File: config.mk
export PLATFORM = sky130hd
export DESIGN_NAME = pipeline_hazard_ctrl
export DESIGN_NICKNAME = d
export VERILOG_FILES = /design/src/rtl/pipe_ctrl_pkg.sv /design/src/rtl/load_use_detect.sv /design/src/rtl/pipeline_hazard_ctrl.sv
export SDC_FILE = /design/constraint.sdc
export NUM_CORES = 1
export LEC_CHECK = 0
export BUFFER_PORTS_ARGS = -buffer_cell sky130_fd_sc_hd__buf_2
export CORE_AREA = 2 2 57 59
export CTS_CLUSTER_SIZE = 25
export DETAILED_ROUTE_END_ITERATION = 8
export DIE_AREA = 0 0 59 61
export PLACE_DENSITY = 0.73
export SETUP_SLACK_MARGIN = 0.5
export SYNTH_ARGS = -nofsm -noshare
export SYNTH_HDL_FRONTEND = slang
export SYNTH_HIERARCHICAL = 1
export SYNTH_SLANG_ARGS = --single-unit
File: constraint.sdc
create_clock -name Clk -period 2.2 [get_ports Clk]
set_clock_uncertainty 0.15 [all_clocks]
set_input_delay 0.11 -clock Clk [delete_from_list [all_inputs] [get_ports Clk]]
set_output_delay 0.11 -clock Clk [all_outputs]
set_load 0.005 [all_outputs]
File: src/rtl/pipe_ctrl_pkg.sv
// Shared constants and types for the pipeline hazard/stall control slice.
// Imported by the hazard sequencer and the load-use detector.
package pipe_ctrl_pkg;

  localparam int REG_W          = 5;
  localparam int MC_LATENCY_DEF = 4;

  localparam logic [REG_W-1:0] REG_ZERO = '0;

  typedef enum logic [1:0] {
    RUN     = 2'd0,
    MC_BUSY = 2'd1
  } hz_state_e;

endpackage

File: src/rtl/load_use_detect.sv
// Load-use hazard detect between the ID instruction and a load in EX.
// Pure combinational so the forwarding logic can reuse it.
module load_use_detect
  import pipe_ctrl_pkg::*;
(
  input  logic [REG_W-1:0] id_rs,
  input  logic [REG_W-1:0] id_rt,
  input  logic             id_uses_rs,
  input  logic             id_uses_rt,
  input  logic             ex_mem_read,
  input  logic [REG_W-1:0] ex_write_reg,
  output logic             load_use
);

  logic rs_hit;
  logic rt_hit;

  assign rs_hit = id_uses_rs && (id_rs == ex_write_reg);
  assign rt_hit = id_uses_rt && (id_rt == ex_write_reg);

  // $zero is never a real producer, so it never stalls
  assign load_use = ex_mem_read
                 && (ex_write_reg != REG_ZERO)
                 && (rs_hit || rt_hit);

endmodule

File: src/rtl/pipeline_hazard_ctrl.sv
// Hazard and stall sequencer for the 5-stage pipeline: load-use bubble,
// multi-cycle EX hold, taken-branch squash and stall statistics.
module pipeline_hazard_ctrl
  import pipe_ctrl_pkg::*;
#(
  parameter int MC_LATENCY = MC_LATENCY_DEF,
  parameter int CNT_W      = 3,
  parameter int STALL_W    = 16
) (
  input  logic               Clk,
  input  logic               Reset,
  input  logic [REG_W-1:0]   ID_Rs,
  input  logic [REG_W-1:0]   ID_Rt,
  input  logic               ID_UsesRs,
  input  logic               ID_UsesRt,
  input  logic               EX_MemRead,
  input  logic [REG_W-1:0]   EX_WriteReg,
  input  logic               EX_MultiCycle,
  input  logic               M_BranchCon,
  output logic               PCWrite,
  output logic               IF_ID_Write,
  output logic               IF_ID_Flush,
  output logic               ID_EX_Bubble,
  output logic               EX_MEM_Flush,
  output logic               EX_Hold,
  output logic               MC_Busy,
  output logic [STALL_W-1:0] StallCycles
);

  localparam logic [CNT_W-1:0] MC_RELOAD =
    (MC_LATENCY > 1) ? CNT_W'(MC_LATENCY - 2) : '0;

  logic [1:0]         state_q, state_d;
  logic [CNT_W-1:0]   cnt_q, cnt_d;
  logic [STALL_W-1:0] stall_q, stall_d;
  logic               load_use;

  load_use_detect u_lud (
    .id_rs        (ID_Rs),
    .id_rt        (ID_Rt),
    .id_uses_rs   (ID_UsesRs),
    .id_uses_rt   (ID_UsesRt),
    .ex_mem_read  (EX_MemRead),
    .ex_write_reg (EX_WriteReg),
    .load_use     (load_use)
  );

  always_comb begin
    PCWrite      = 1'b1;
    IF_ID_Write  = 1'b1;
    IF_ID_Flush  = 1'b0;
    ID_EX_Bubble = 1'b0;
    EX_MEM_Flush = 1'b0;
    EX_Hold      = 1'b0;
    MC_Busy      = 1'b0;
    state_d      = state_q;
    cnt_d        = cnt_q;
    case (state_q)
      RUN: begin
        if (M_BranchCon) begin
          IF_ID_Flush  = 1'b1;
          ID_EX_Bubble = 1'b1;
          EX_MEM_Flush = 1'b1;
        end else if (EX_MultiCycle && (MC_LATENCY > 1)) begin
          PCWrite      = 1'b0;
          IF_ID_Write  = 1'b0;
          EX_Hold      = 1'b1;
          EX_MEM_Flush = 1'b1;
          MC_Busy      = 1'b1;
          cnt_d        = MC_RELOAD;
          state_d      = MC_BUSY;
        end else if (load_use) begin
          PCWrite      = 1'b0;
          IF_ID_Write  = 1'b0;
          ID_EX_Bubble = 1'b1;
        end
      end
      MC_BUSY: begin
        if (M_BranchCon) begin
          IF_ID_Flush  = 1'b1;
          ID_EX_Bubble = 1'b1;
          EX_MEM_Flush = 1'b1;
          cnt_d        = '0;
          state_d      = RUN;
        end else if (cnt_q != '0) begin
          PCWrite      = 1'b0;
          IF_ID_Write  = 1'b0;
          EX_Hold      = 1'b1;
          EX_MEM_Flush = 1'b1;
          MC_Busy      = 1'b1;
          cnt_d        = cnt_q - CNT_W'(1);
        end else begin
          // release: EX result flows into EX_MEM this cycle
          MC_Busy      = 1'b1;
          state_d      = RUN;
        end
      end
      default: begin
        state_d = RUN;
        cnt_d   = '0;
      end
    endcase
    if (!Reset) begin
      PCWrite      = 1'b0;
      IF_ID_Write  = 1'b0;
      IF_ID_Flush  = 1'b1;
      ID_EX_Bubble = 1'b1;
      EX_MEM_Flush = 1'b1;
      EX_Hold      = 1'b0;
      MC_Busy      = 1'b0;
    end
  end

  always_comb begin
    stall_d = stall_q;
    if (!PCWrite && (stall_q != '1))
      stall_d = stall_q + STALL_W'(1);
  end

  always_ff @(posedge Clk or negedge Reset) begin
    if (!Reset) begin
      state_q <= RUN;
      cnt_q   <= '0;
      stall_q <= '0;
    end else begin
      state_q <= state_d;
      cnt_q   <= cnt_d;
      stall_q <= stall_d;
    end
  end

  assign StallCycles = stall_q;

endmodule
==> results of run 1 <==
-- worst reg2reg max path: cells and delay by family, from the launching register on --
kind | cells | cell delay, ns
adder cells (fa/ha/maj) | 1 | 0.15
AND/OR/NAND/NOR | 1 | 0.23
multiplexers | 1 | 0.32
buffers and inverters | 3 | 0.30
AO/OA/AOI/OAI | 2 | 0.44
flip-flops | 1 | 0.38
-- cells by family after synthesis --
group,count (synthesis),synth area share
muxes,5,0.04330
xor gates and xnor gates,21,0.1447
and+or+nand+nor,56,0.2569
AOI/OAI and AO/OA,17,0.1092
buffers and inverters,6,0.02264
DFF,20,0.3937
adders and majority gates,3,0.02953
-- what timing repair did --
action                                 CTS  global route
buffers inserted                         9             6
hold buffers                             2             0
endpoints found under the hold margin   22             0
pin swaps                                8             4
cloned                                   0             0
setup endpoints to repair               20            20
resized for setup                       20             7
-- cells in the mapped netlist --
master,number
inv_4,1
a31oi_1,2
nor2_1,11
a21o_1,1
ha_1,3
o21ai_1,1
mux2_1,1
or2_2,1
a211oi_1,2
nor2b_1,1
nor3_4,1
dfrtp_1,20
nor4b_2,1
a21oi_2,1
and3b_1,1
o22ai_1,1
nand2_1,9
nor4_1,1
o31ai_4,1
nand3_1,9
a21oi_1,4
xnor2_1,6
nor3b_1,1
mux2_2,3
and2b_1,1
nor3_1,3
or4_1,2
a2111oi_4,1
xor2_1,15
or3_1,1
nand4_1,5
and3_1,1
nand4b_1,1
nand2b_1,3
buf_4,1
o21ai_0,3
inv_1,4
mux2i_1,1
and2_1,1
nor4_2,2
-- registers in the layout (all words and copies together) (netlist names) --
register / cells
StallCycles: 16
cnt_q: 3
state_q: 1
-- per-layer routing --
layer,part of all wire,GRT usage,up-vias
met1,0.40,0.2401,630
li1,-,-,603
met2,0.56,0.3683,33
met4,0.0043,0.08117,0
met5,0,0,-
met3,0.034,0.03412,2
-- stage by stage --
stage               instance area [um2]    util  setup slack, ns  instances  hold slack [ns]
finish                             1878  0.6360           0.1260        232          0.04753
detailed placement                 1605  0.5436         -0.05774        212         0.006307
CTS                                1800  0.6097           0.1143        226          0.03880
floorplan                          1291       -           0.1091        128          -0.3356
global route                       1878  0.6360          0.05938        232          0.07642
global placement                   1605  0.5436        -0.004009        212         0.008593
-- worst max path at each step --
| stage | depth (start not counted) | end | slack [ns] |
|---|---|---|---|
| finish | 8 | StallCycles[1]$_DFFE_PN0P_ | 0.13 |
| global placement | 9 | StallCycles[12]$_DFFE_PN0P_ | -0.004 |
| detailed placement | 11 | StallCycles[5]$_DFFE_PN0P_ | -0.06 |
| CTS | 8 | IF_ID_Write | 0.11 |
| global route | 8 | IF_ID_Write | 0.06 |
| floorplan | 9 | StallCycles[1]$_DFFE_PN0P_ | 0.11 |
-- report_power, final --
part	internal (W)	leakage, nW	total (W)	switching [W]
combinational	0.000427	0.605	0.000797	0.000370
sequential	0.000484	0.249	0.000629	0.000145
clock	0.0000638	0.0138	0.000180	0.000116
-- layout make-up --
class,count,share of cell area
repair buffers,69,0.2332
clock buffers,3,0.01199
flip-flops and latches,20,0.2665
inverters,5,0.01133
multi-input cells,102,0.4550
well taps,33,0.02199
==> flow_metrics.tcl, run 1 <==
set metrics [dict create \
    coreArea_um2 2953 \
    power.total_w 0.001606 \
    worstPathCellList "inv_2 > ha_4 > and3b_2 > o31ai_4 > inv_4 > buf_4 > a21oi_4 > mux2_4" \
    antenna_found_initial 0 \
    hpwl_mm 2.359 \
    irDropWorstVdd_mv 0.4439 \
    grt_use_total 0.2035 \
    rsz0062_at_grt "true" \
    synth_warnings 6 \
    rows 20 \
    drt_pre_antenna_iters 4 \
    grt_overflow 0 \
    setup.worst_path.start "cnt_q[0]$_DFFE_PN0P_" \
    finalMaxSlewViolations 0 \
    r2r_slack_ns 0.13 \
    hold_viol 0 \
    synthCells 128 \
    route.vias.total 1268 \
    cts_tree "yes" \
    drtIter0Drc 26 \
    cp-start-kind "flip-flop" \
    avgRoutedWirePerCell_um 15.00 \
    clk_latency_ns 0.30 \
    rr_endpoint "StallCycles[1]$_DFFE_PN0P_" \
    setup_viol 0 \
    worstMarginPinSlew_ns 0.9476 \
    syn-cell-area_um2 1271 \
    fin_nets 226 \
    yosys.area.top_type "dfrtp_1" \
    htreeDepth 1 \
    min_path_cells 3 \
    multi_input_area_um2 854.6 \
    synth_top_area_frac 0.3937 \
    drc 0 \
    r2r_start "cnt_q[0]$_DFFE_PN0P_" \
    syn_nets 153 \
    dieArea_um2 3599 \
    numCtsBuffers 3 \
    critPathArrivalTime_ns 2.12 \
    drive_above_1_share 0.4975 \
    seq_area_frac_synth 0.3937 \
    syn_area_per_cell_um2 9.931 \
    wirelength_mm 3.479 \
    period_share 0.9427 \
    hold_class "primary input to flip-flop" \
    final-seq-area_um2 500.5 \
    n_fill_cell 242 \
    grt_max_degree 21 \
    syn2layout_area_growth_pct 47.74 \
    port_buffers 44 \
    ant_nets 0 \
    drt-vias-per-instance 5.466 \
    die_h_um 61 \
    power_density_nw_per_um2 855.1 \
    status "finished clean" \
    p_leak_nw 0.8676 \
    crit_required_ns 2.24 \
    io_pins 45 \
    dieWidth_um 59 \
    initial_utilization 0.4305 \
    n_antenna_cell 0 \
    cts-root-buf "clkbuf_4" \
    path_buf_inv 3 \
    maxCapViolCount 0 \
    fin_crit_ns 2.074 \
    synthTopCellsByArea "dfrtp_1 39%, xor2_1 10%, xnor2_1 4.1%" \
    slowest_delay_ns 0.38 \
    crit_fanout 4 \
    cp_slowest_cell "dfrtp_1" \
    cts.sinks 20 \
    synth_seq_cells 20 \
    crit_family "compound AO/OA/AOI/OAI gates" \
    grt_pass1_vias 1238 \
    mostFrequentLayoutCells "43 x buf_2, 20 x dfrtp_1, 18 x buf_4" \
    worst_setup_path_end_kind "flip-flop" \
    maxSlewHeadroom 0.3662 \
    path_class "flip-flop to flip-flop" \
    hp-start "M_BranchCon" \
    max_freq_ghz 0.4822 \
    path_clk_slew_ns 0.12 \
    final_common_cell "buf_2" \
    grt_pass1_wl_mm 5.526 \
    ff2ff_path_depth 8 \
    whs_endpoint "cnt_q[2]$_DFFE_PN0P_" \
    synth_cell_types 40 \
    cts_buffer_depth 2 \
    tns_ns 0 \
    gp_congestion 0.8007 \
]
(Power assumes the default switching activity.)
==> run 2: changes to the inputs <==
--- a/config.mk
+++ b/config.mk
@@ -6,13 +6,12 @@
 export NUM_CORES = 1
 export LEC_CHECK = 0
 export BUFFER_PORTS_ARGS = -buffer_cell sky130_fd_sc_hd__buf_2
-export CORE_AREA = 2 2 57 59
+export CORE_AREA = 2 2 56 58
 export CTS_CLUSTER_SIZE = 25
 export DETAILED_ROUTE_END_ITERATION = 8
-export DIE_AREA = 0 0 59 61
+export DIE_AREA = 0 0 58 60
 export PLACE_DENSITY = 0.73
 export SETUP_SLACK_MARGIN = 0.5
 export SYNTH_ARGS = -nofsm -noshare
 export SYNTH_HDL_FRONTEND = slang
-export SYNTH_HIERARCHICAL = 1
 export SYNTH_SLANG_ARGS = --single-unit
==> run 2 against run 1 <==
  * The run now ends with negative setup slack left
  * Area after synthesis decreased by 5.4%
  * Core utilization decreased by 0.67 points
  * Synthesized cell count decreased by 5.5%
  * Die area decreased by 3.3%
  * Sequential share of layout area increased by 0.75 points
  * Critical path depth unchanged
==> flow_metrics.tcl, run 2 <==
set metrics [dict create \
    hp-start "EX_MultiCycle" \
    whs_endpoint "cnt_q[2]$_DFFE_PN0P_" \
    cts.sinks 20 \
    highest-signal-layer "met4" \
    drt-vias-per-instance 5.223 \
    syn_nets 146 \
    hpwl_mm 2.273 \
    setup_slack_ns -0.08283 \
    rsz0062_at_grt "true" \
    p_leak_nw 0.8700 \
    cts_tree "yes" \
    clk_latency_ns 0.31 \
    drtIter0Drc 33 \
    power.total_w 0.001665 \
    dr_wl_met3_um 115 \
    hold_class "primary input to flip-flop" \
    maxSlewHeadroom 0.3822 \
    drc 0 \
    fin_nets 213 \
    synth_seq_cells 20 \
    maxCapViolCount 0 \
    finalMaxSlewViolations 0 \
    cts_buffer_depth 2 \
    irDropWorstVdd_mv 0.6353 \
    power_density_nw_per_um2 911.2 \
    mostFrequentLayoutCells "44 x buf_2, 20 x dfrtp_1, 14 x xnor2_1, 14 x buf_4, 9 x xor2_1" \
    grt_max_degree 21 \
    ant_nets 0 \
    largest_register_ffs 16 \
    r2r_slack_ns -0.08 \
    worst_setup_path_end_kind "flip-flop" \
    synth_warnings 0 \
    gp_congestion 0.8216 \
    tns_ns -0.8141 \
    die_h_um 60 \
    syn2layout_area_growth_pct 51.92 \
    synth_flop_cell "dfrtp_1" \
    post-synth-top-count-cell "dfrtp_1" \
    initial_utilization 0.4142 \
    violations "negative setup slack" \
    min_path_cells 4 \
    grt_overflow 0 \
    avgRoutedWirePerCell_um 14.87 \
    syn-cell-area_um2 1202 \
    dieArea_um2 3480 \
    met1Wirelength_mm 1.291 \
    antenna_found_initial 0 \
    dieWidth_um 58 \
    fin_crit_ns 2.283 \
    worstMarginPinSlew_ns 0.9236 \
    numCtsBuffers 3 \
    status "finished, violations left" \
    route.met2.wl_mm 1.762 \
    yosys-top-cells-count "20 x dfrtp_1, 16 x xnor2_1, 9 x nor2_1, 9 x xor2_1, 8 x nand2_1" \
    grt_pass1_wl_mm 5.382 \
    htreeDepth 1 \
    path_class "flip-flop to flip-flop" \
    path_clk_slew_ns 0.13 \
    synth_top_area_frac 0.4162 \
    r2r_start "cnt_q[0]$_DFFE_PN0P_" \
    io_pins 45 \
    period_share 1.038 \
    synthTopCellsByArea "dfrtp_1 42%, xnor2_1 12%, xor2_1 6.6%" \
    yosys.area.top_type "dfrtp_1" \
    critPathArrivalTime_ns 2.35 \
    drive_above_1_share 0.4920 \
    wirelength_mm 3.271 \
    rows 20 \
    cp-start-kind "flip-flop" \
    route.vias.total 1149 \
    crit_required_ns 2.26 \
    final_common_cell "buf_2" \
    setup_viol 13 \
    syn_area_per_cell_um2 9.937 \
    ff2ff_path_depth 8 \
    rr_endpoint "StallCycles[1]$_DFFE_PN0P_" \
    grt_use_total 0.2044 \
    cts-root-buf "clkbuf_4" \
    grt_pass1_vias 1201 \
    port_buffers 44 \
    synthCells 121 \
    synth_edf_count 0 \
    async_flop_share 1.000 \
    seq_area_frac_synth 0.4162 \
    coreArea_um2 2903 \
    drt_pre_antenna_iters 4 \
    crit_fanout 8 \
    synth_cell_types 34 \
    hold_viol 0 \
    max_freq_ghz 0.4381 \
    n_antenna_cell 0 \
]
run 2: layout make-up:
cell class | count | area [um2]
clock buffers | 3 | 22.52
clock inverters | 1 | 30.03
fillers | 228 | 1076
inverters | 3 | 11.26
multi-input cells | 96 | 797.0
flip-flops and latches | 20 | 500.5
well taps | 33 | 41.29
repair buffers | 64 | 424.2
run 2: worst max-delay path by stage:
stage / start / endpoint / slack, ns / cells after the start
2_1_floorplan: cnt_q[0]$_DFFE_PN0P_ / StallCycles[7]$_DFFE_PN0P_ / 0.06 / 9
3_3_place_gp: cnt_q[1]$_DFFE_PN0P_ / StallCycles[1]$_DFFE_PN0P_ / -0.02 / 8
3_5_place_dp: cnt_q[0]$_DFFE_PN0P_ / StallCycles[1]$_DFFE_PN0P_ / -0.08 / 8
4_1_cts: cnt_q[0]$_DFFE_PN0P_ / StallCycles[6]$_DFFE_PN0P_ / -0.07 / 10
5_1_grt: cnt_q[0]$_DFFE_PN0P_ / StallCycles[8]$_DFFE_PN0P_ / -0.18 / 10
6_report: cnt_q[0]$_DFFE_PN0P_ / StallCycles[1]$_DFFE_PN0P_ / -0.08 / 8
run 2: what timing repair did:
action / in CTS / in global routing
endpoints found under the hold margin: 22 / 0
hold buffers: 2 / 0
buffers inserted: 3 / 1
endpoints found under the setup margin: 21 / 22
pin swaps: 14 / 6
gates resized for setup: 17 / 8
cloned: 1 / 0
run 2: logic make-up after synthesis:
| group | share of synthesized area |
|---|---|
| AOI/OAI and AO/OA | 0.07492 |
| xor gates and xnor gates | 0.1821 |
| adders and majority gates | 0.03122 |
| buffers and inverters | 0.02497 |
| DFF | 0.4162 |
| muxes | 0.01873 |
| and+or+nand+nor | 0.2518 |
run 2: report_power, final:
part | switching (W) | internal (W)
sequential | 0.0000860 | 0.000458
combinational | 0.000364 | 0.000446
clock | 0.000126 | 0.000184
run 2: layer usage:
metal / vias up / GRT usage
met3: 12 / 0.02165
li1: 558 / -
met4: 0 / 0.1030
met1: 550 / 0.2349
met5: - / 0
met2: 29 / 0.3750
run 2: critical path: stages (launching register included):
cell and delay, ns:
dfrtp_1 0.39, inv_2 0.06, ha_4 0.15, and3b_1 0.17, or2_1 0.24, or3_4 0.36
o21ai_4 0.20, buf_12 0.17, mux2_4 0.29
run 2: per-stage QoR:
stage / cell area [um2] / cells / hold WS [ns] / worst slack [ns] / util
2_1_floorplan: 1229 / 121 / -0.3356 / 0.05751 / -
3_3_place_gp: 1582 / 209 / -0.01930 / -0.02276 / 0.5448
3_5_place_dp: 1582 / 209 / -0.008103 / -0.07649 / 0.5448
4_1_cts: 1780 / 219 / 0.007344 / -0.07188 / 0.6134
5_1_grt: 1827 / 220 / 0.02188 / -0.1786 / 0.6293
6_report: 1827 / 220 / 0.01598 / -0.08283 / 0.6293
==> run 3: changes to the inputs <==
--- a/config.mk
+++ b/config.mk
@@ -5,12 +5,13 @@
 export SDC_FILE = /design/constraint.sdc
 export NUM_CORES = 1
 export LEC_CHECK = 0
+export ABC_AREA = 1
 export BUFFER_PORTS_ARGS = -buffer_cell sky130_fd_sc_hd__buf_2
-export CORE_AREA = 2 2 56 58
+export CORE_AREA = 2 2 61 63
 export CTS_CLUSTER_SIZE = 25
 export DETAILED_ROUTE_END_ITERATION = 8
-export DIE_AREA = 0 0 58 60
-export PLACE_DENSITY = 0.73
+export DIE_AREA = 0 0 63 65
+export PLACE_DENSITY = 0.74
 export SETUP_SLACK_MARGIN = 0.5
 export SYNTH_ARGS = -nofsm -noshare
 export SYNTH_HDL_FRONTEND = slang
==> run 3 against run 2 <==
  * Flip-flop and latch count unchanged
  * The run now ends clean
  * Worst hold slack gained 0.030 ns
  * Critical endpoint is now StallCycles[13]$_DFFE_PN0P_
  * Die area grew 18%
==> flow_metrics.tcl, run 3 <==
set metrics [dict create \
    setup_slack_ns 0.3462 \
    tns_ns 0 \
    grt_max_degree 20 \
    drive_above_1_share 0.3940 \
    r2r_slack_ns 0.35 \
    cts.sinks 20 \
    pwr-share-comb 0.466 \
    n_antenna_cell 0 \
    rows 22 \
    setup_viol 0 \
    path_clk_slew_ns 0.13 \
    post-synth-top-count-cell "nand2_1" \
    cts_tree "yes" \
    cp-start-kind "flip-flop" \
    yosys-top-cells-count "83 x nand2_1, 36 x inv_1, 29 x nand3_1" \
    path_buf_inv 0 \
    fin_crit_ns 1.854 \
    htreeDepth 1 \
    slowest_delay_ns 0.41 \
    crit_fanout 5 \
    largest_register_ffs 16 \
    worst_setup_path_end_kind "flip-flop" \
    port_buffers 44 \
    synth_mux_area_frac 0 \
    p_clk_frac 0.144 \
    crit_family "simple AND/OR/NAND/NOR gates" \
    maxCapViolCount 0 \
    antenna_found_initial 0 \
    max_freq_ghz 0.5394 \
    syn-cell-area_um2 1535 \
    synth_top_area_frac 0.3260 \
    cts_buffer_depth 2 \
    grt_overflow 0 \
    mostFrequentLayoutCells "63 x nand2_1, 42 x buf_2, 33 x inv_1" \
    power_density_nw_per_um2 592.9 \
    whs_endpoint "state_q[0]$_DFFE_PN0P_" \
    synth_flop_cell "dfrtp_1" \
    ff2ff_path_depth 7 \
    p_int_w 0.0008054 \
    cp_slowest_cell "dfrtp_2" \
    synth_top_family_by_area "simple AND/OR/NAND/NOR gates" \
    yosys.area.top_type "dfrtp_1" \
    synth_edf_count 0 \
    path_class "flip-flop to flip-flop" \
    critPathArrivalTime_ns 1.91 \
    route.vias.total 1674 \
    avgRoutedWirePerCell_um 12.21 \
    dp_slack_ns 0.2941 \
    initial_utilization 0.4392 \
    dieWidth_um 63 \
    grt_pass1_wl_mm 6.720 \
    maxSlewHeadroom 0.7646 \
    synth_xor_area_frac 0.07987 \
    whs_ns 0.04576 \
    synthTopCellsByArea "dfrtp_1 33%, nand2_1 20%, nand3_1 9.5%" \
    final_common_cell "nand2_1" \
    syn2layout_area_growth_pct 46.29 \
    syn_nets 258 \
    io_pins 45 \
    hp-start "EX_MultiCycle" \
    period_share 0.8426 \
    seq_power_share 0.390 \
    grt_use_total 0.2093 \
    synth_seq_cells 20 \
    drc 0 \
    synth_warnings 0 \
    async_flop_share 1.000 \
    multi_input_area_um2 1099 \
    seq_area_frac_synth 0.3260 \
    rr_endpoint "StallCycles[13]$_DFFE_PN0P_" \
    synthAdderAreaFrac 0.02445 \
    synth_compound_area_frac 0.01630 \
    r2r_start "StallCycles[1]$_DFFE_PN0P_" \
    status "finished clean" \
    synthCells 233 \
    grt_pass1_vias 1539 \
    wirelength_mm 4.273 \
    die_h_um 65 \
    worstMarginPinSlew_ns 0.3499 \
    drtIter0Drc 139 \
    finalMaxSlewViolations 0 \
    p_switching_w 0.0005261 \
    p_leak_nw 1.234 \
    dieArea_um2 4095 \
    n_fill_cell 307 \
    drt-vias-per-instance 4.783 \
    rsz0062_at_grt "true" \
    worstPathCellList "ha_4 > nand2_4 > nor3_4 > nor3b_4 > nand3_4 > nand3_1 > nand2_2" \
    irDropWorstVdd_mv 0.2568 \
    synth_cell_types 24 \
    syn_area_per_cell_um2 6.589 \
    drt_pre_antenna_iters 4 \
    synth-simple-area-share 0.4425 \
    coreArea_um2 3496 \
    final-seq-area_um2 506.7 \
    switching_share 0.3951 \
    numCtsBuffers 3 \
    gp_congestion 0.9021 \
    hold_viol 0 \
    min_path_cells 4 \
    crit_required_ns 2.25 \
    clk_latency_ns 0.32 \
    fin_nets 328 \
    ant_nets 0 \
    hold_class "primary input to flip-flop" \
    cts-root-buf "clkbuf_4" \
    hpwl_mm 2.638 \
]
## run 3: cell types whose count changed in the layout (fill, tap and decap cells not counted), sizes merged, moves of 3 or more
cell,before,now
a21oi,3,0
inv,3,38
nand2,8,87
nand2b,5,0
nand3,7,32
nand4,8,3
nor2,9,23
o21ai,2,5
or2,3,0
xnor2,16,2
xor2,9,12
## run 3: cell families (layout without fill, tap and decap cells)
| family | after synthesis | count (layout) |
|---|---|---|
| simple gates | 149 | 152 |
| compound gates | 5 | 5 |
| flops | 20 | 20 |
| buf+inv | 42 | 108 |
| xor+xnor | 14 | 14 |
| fa+ha+maj | 3 | 3 |
## run 3: worst max path at each step
stage                                  endpoint                  startpoint  cells after the start
floorplan            StallCycles[2]$_DFFE_PN0P_  StallCycles[0]$_DFFE_PN0P_                      8
global placement     StallCycles[1]$_DFFE_PN0P_  StallCycles[0]$_DFFE_PN0P_                      8
detailed placement   StallCycles[0]$_DFFE_PN0P_  StallCycles[0]$_DFFE_PN0P_                      8
CTS                  StallCycles[9]$_DFFE_PN0P_  StallCycles[0]$_DFFE_PN0P_                      8
global route         StallCycles[4]$_DFFE_PN0P_  StallCycles[1]$_DFFE_PN0P_                      8
finish              StallCycles[13]$_DFFE_PN0P_  StallCycles[1]$_DFFE_PN0P_                      7
## run 3: layout make-up
| cell class | count | area share |
|---|---|---|
| clock buffer | 4 | 0.01170 |
| inverter | 38 | 0.06462 |
| multi-input combinational | 174 | 0.4891 |
| sequential | 20 | 0.2256 |
| tap | 48 | 0.02674 |
| timing repair buffer | 66 | 0.1822 |
## run 3: repair_timing
action | 4_1_cts | 5_1_grt
setup endpoints to repair | 18 | 21
gates cloned | 3 | 0
hold endpoints to repair | 21 | 0
setup buffers | 10 | 7
pin swaps | 9 | 12
hold buffers | 3 | 0
resized for setup | 12 | 40
## run 3: worst reg2reg max path, stage by stage, from the launching register on
cell and delay, ns:
dfrtp_2 0.41, ha_4 0.15, nand2_4 0.06, nor3_4 0.19
nor3b_4 0.32, nand3_4 0.22, nand3_1 0.17, nand2_2 0.07
## run 3: stage by stage
| step | total power (W) | util | cells | cell area [um2] |
|---|---|---|---|---|
| after floorplan | 0.0008004 | - | 233 | 1572 |
| after global placement | 0.0009421 | 0.5215 | 323 | 1823 |
| after detailed placement | 0.0009562 | 0.5215 | 323 | 1823 |
| after CTS | 0.001234 | 0.5863 | 343 | 2049 |
| after global routing | 0.001435 | 0.6424 | 350 | 2246 |
| final | 0.001332 | 0.6424 | 350 | 2246 |
## run 3: routing by layer
| layer | up-vias | part of all wire | global-route usage |
|---|---|---|---|
| met5 | - | 0 | 0 |
| met4 | 0 | 0.025 | 0.09444 |
| met3 | 8 | 0.055 | 0.03299 |
| met2 | 53 | 0.49 | 0.3391 |
| met1 | 754 | 0.43 | 0.2750 |
| li1 | 859 | - | - |
## run 3: power by group through the flow
| stage | Sequential, W | Combinational, W | Clock, W |
|---|---|---|---|
| global placement | 0.000524 | 0.000419 | 0 |
| CTS | 0.000512 | 0.000533 | 0.000189 |
| detailed placement | 0.000529 | 0.000427 | 0 |
| finish | 0.000519 | 0.000621 | 0.000192 |
| global route | 0.000530 | 0.000691 | 0.000213 |
| floorplan | 0.000528 | 0.000272 | 0 |
